File: config.mk
export PLATFORM = sky130hd
export DESIGN_NAME = decoder_bank
export DESIGN_NICKNAME = d
export VERILOG_FILES = /design/src/rtl/decoder_bank.sv
export SDC_FILE = /design/constraint.sdc
export NUM_CORES = 1
export LEC_CHECK = 0
export CAP_MARGIN = 40
export CORE_AREA = 2 2 39 41
export DETAILED_ROUTE_END_ITERATION = 10
export DIE_AREA = 0 0 41 43
export GPL_TIMING_DRIVEN = 0
export PLACE_DENSITY_LB_ADDON = 0.2
export SLEW_MARGIN = 20
export SYNTH_ARGS = -nofsm -noshare
export SYNTH_HDL_FRONTEND = slang
export SYNTH_SLANG_ARGS = --single-unit
File: constraint.sdc
create_clock -name clk -period 0.8 [get_ports clk]
set_clock_uncertainty 0.15 [all_clocks]
set_input_delay 0.16 -clock clk [delete_from_list [all_inputs] [get_ports clk]]
set_output_delay 0.16 -clock clk [all_outputs]
set_load 0.03 [all_outputs]
File: src/rtl/decoder_bank.sv
// Purpose: bank of three registered one-hot decoders (1x2 w/ enable, 2x4 w/ enable, 3x8 always on).
// Latency: one clock from input sample edge to output; async active-low reset clears all outputs.
// Backpressure: none; every decoder re-samples its inputs on every rising edge.
module decoder_bank (
  input  logic       clk,
  input  logic       rst_n,
  input  logic       d1_a,
  input  logic       d1_en,
  output logic [1:0] d1_y,
  input  logic       d2_a,
  input  logic       d2_b,
  input  logic       d2_en,
  output logic [3:0] d2_y,
  input  logic       d3_a,
  input  logic       d3_b,
  input  logic       d3_c,
  output logic [7:0] d3_y
);

  logic [1:0] d2_idx;
  logic [2:0] d3_idx;

  assign d2_idx = {d2_a, d2_b};
  assign d3_idx = {d3_a, d3_b, d3_c};

  // 1x2 decode: one select line when enabled, all-zero otherwise
  always_ff @(posedge clk or negedge rst_n) begin
    if (!rst_n) begin
      d1_y <= 2'b00;
    end else if (d1_en) begin
      d1_y <= 2'b01 << d1_a;
    end else begin
      d1_y <= 2'b00;
    end
  end

  // 2x4 decode: a is the MSB of the index; disabled means all-zero
  always_ff @(posedge clk or negedge rst_n) begin
    if (!rst_n) begin
      d2_y <= 4'b0000;
    end else if (d2_en) begin
      d2_y <= 4'b0001 << d2_idx;
    end else begin
      d2_y <= 4'b0000;
    end
  end

  // 3x8 decode: always enabled, so zero is only seen while reset is held
  always_ff @(posedge clk or negedge rst_n) begin
    if (!rst_n) begin
      d3_y <= 8'h00;
    end else begin
      d3_y <= 8'h01 << d3_idx;
    end
  end

endmodule

==> run_results.csv <==
group,metric,value,unit
global_route,grt-ovfl-total,0,
synth,ys_ff_latch,14,
flow_run,drv_cap,0,
synth,synth_commonest_cells,"dfrtp_1, nor3b_1, and3b_2",
final_layout,antennaDiodeCount,0,
route,ant_nets,0,
power,power_switching,339,uW
synth,synth_most_common_cell,"dfrtp_1",
synth,syn_area,459,sq um
run_status,violations,"negative hold slack, negative setup slack",
placed_design,io_buffer_count,23,
cts,cts_tree,"done",
critical_path,crit_chain,"buf_6",
power,clockPowerShare,0.339,
critical_path,path_delay_family,"flip-flops",
run_status,status,"finished with violations",
placed_design,dp_slack,-0.505,ns
die,die_w,41,microns
power,p_sw_frac,0.234,
critical_path,crit_path_start_kind,"flip-flop",
timing,hold_viol,14,
global_route,antenna_found_initial,0,
global_route,grt_pass1_vias,303,
synth,async_flop_share,1.00,
cts,h-tree-depth,1,
synth,synth_edf_count,0,
synth,synth_nets,38,
timing,slew_headroom,0.615,
critical_path,slowest_stage,"dfrtp_1",
final_layout,nets,66,
route,num_vias,323,
synth,netlist_instances,28,
cts,cts_setup_buffers,0,
synth,yosys-top-cells-area,"dfrtp_1, and3b_2, nor3b_1",
power,combPwrFrac,0.146,
placed_design,place_congestion,0.692,
timing,min_period_over_period,1.39,
final_layout,area.growth.synth_to_final,66.2,%
synth,synth-seq-area-share,0.763,
timing,finalSetupViolCount,14,
timing,rsz0062_at_grt,"true",
die,core,1380,sq um
route,drt_wl_total,851,microns
synth,yosysWarnings,0,
die,num_rows,14,
power,p_int,1110,uW
critical_path,cp-end-kind,"primary output",
timing,hold_ws,-0.169,ns
power,p_leak,0.000404,uW
cts,clock-sinks,14,
critical_path,crit_fanout,1,
route,drt-initial-drc-count,2,
power,p_per_area,1900,nW/um^2
die,initial_core_util,0.332,
timing,tightest_slew,0.578,ns
critical_path,worstPathRequired,0.49,ns
die,die_h,43,microns
die,die_area,1760,sq um
route,drcViolationCount,0,
route,post_drt_wl_per_cell,12.0,microns
route,via_per_inst,4.55,
final_layout,drive_above_1_share,0.418,
min_path,hold_class,"input pin to asynchronous set/reset pin",
critical_path,cp_num_buf_inv,1,
global_route,gr-usage-all-layers,0.132,
critical_path,worst-setup-path-type,"flip-flop to primary output",
cts,cts_made_buffers,3,
global_route,grt_start_max_net_pins,15,
critical_path,critPathArrivalTime,0.80,ns
cts,clk_pin_slew,0.08,ns
synth,synth.avg_cell_area,16.4,sq um
power,peakVddDrop,1.06,mV
route,firstDrtPassIters,3,
timing,slew_viol_final,0,
die,io_pins,24,
synth,yosysTopAreaCellShare,0.763,
timing,fin_ws,-0.309,ns
timing,max_freq,901,MHz
cts,cts_root_buffer,"clkbuf_4",
power,p_seq_frac,0.515,
critical_path,max_stage_delay,0.38,ns
final_layout,final_util,0.552,
timing,period_minus_slack,1.11,ns
cts,cts.path.max_buffers,2,
synth,yosysUniqueCellTypes,9,
global_route,grt_pass1_wl,1390,microns
synth,yosysTopAreaCell,"dfrtp_1",
synth,ys.flop_type,"dfrtp_1",
==> cell usage in the layout (no fill, tap or decap), drive strengths merged <==
cell and instances:
and2 1, and3 2, and3b 5, buf 14
clkbuf 4, clkdlybuf4s50 2, dfrtp 14, dlygate4sd2 6
dlymetal6s2s 1, nor2b 1, nor3 1, nor3b 4
==> worst max path at each step <==
stage | from | endpoint | slack [ns] | cells past startpoint
floorplan | d1_y[0]$_DFF_PN0_ | d1_y[0] | 0.02 | 0
global placement | d3_y[1]$_DFF_PN0_ | d3_y[1] | -0.48 | 1
detailed placement | d3_y[1]$_DFF_PN0_ | d3_y[1] | -0.51 | 1
CTS | d3_y[1]$_DFF_PN0_ | d3_y[1] | -0.33 | 1
global route | d3_y[1]$_DFF_PN0_ | d3_y[1] | -0.35 | 1
finish | d3_y[1]$_DFF_PN0_ | d3_y[1] | -0.31 | 1
==> timing repair <==
item                       CTS  global route
setup endpoints to repair   38            18
resized for setup          104             2
gates cloned                 0             0
hold endpoints to repair    14            14
==> cells by family after synthesis <==
kind of cell	synth area share
flip-flops	0.763
AND/OR/NAND/NOR	0.237
==> routing by layer <==
| layer | part of all wire | track usage | wire length, microns | vias to the layer above |
|---|---|---|---|---|
| li1 | - | - | - | 151 |
| met1 | 0.30 | 0.117 | 252 | 156 |
| met2 | 0.60 | 0.213 | 509 | 14 |
| met3 | 0.076 | 0.0471 | 65 | 2 |
| met4 | 0.027 | 0.120 | 23 | 0 |
| met5 | 0 | 0 | 0 | - |
==> flip-flops by register name, indices dropped and copies added, names as in the netlist <==
signal  count
d2_y        4
d3_y        8
d1_y        2
==> metrics by stage <==
stage / total power (uW) / std cells / area [sq um] / TNS, ns / hold WS [ns]
2_1_floorplan: 841 / 28 / 459 / 0 / -0.286
3_3_place_gp: 965 / 67 / 709 / -14.92 / 0.396
3_5_place_dp: 975 / 67 / 709 / -16.34 / 0.422
4_1_cts: 1480 / 71 / 756 / -4.41 / -0.151
5_1_grt: 1530 / 71 / 763 / -4.66 / -0.113
6_report: 1450 / 71 / 763 / -4.19 / -0.169
==> power by group through the flow <==
stage	logic, uW	clock network [uW]	registers, uW
2_1_floorplan	24.4	0	816
3_3_place_gp	210	0	755
3_5_place_dp	219	0	756
4_1_cts	214	517	748
5_1_grt	229	549	750
6_report	212	492	747
==> area by class of cell <==
type / count / area [sq um]
multi-input combinational: 14 / 114
clock buffer: 4 / 36.3
sequential: 14 / 350
tap: 16 / 20.0
fill: 124 / 621
timing repair buffer: 23 / 243
No activity file was read; power rests on OpenSTA's default activity.
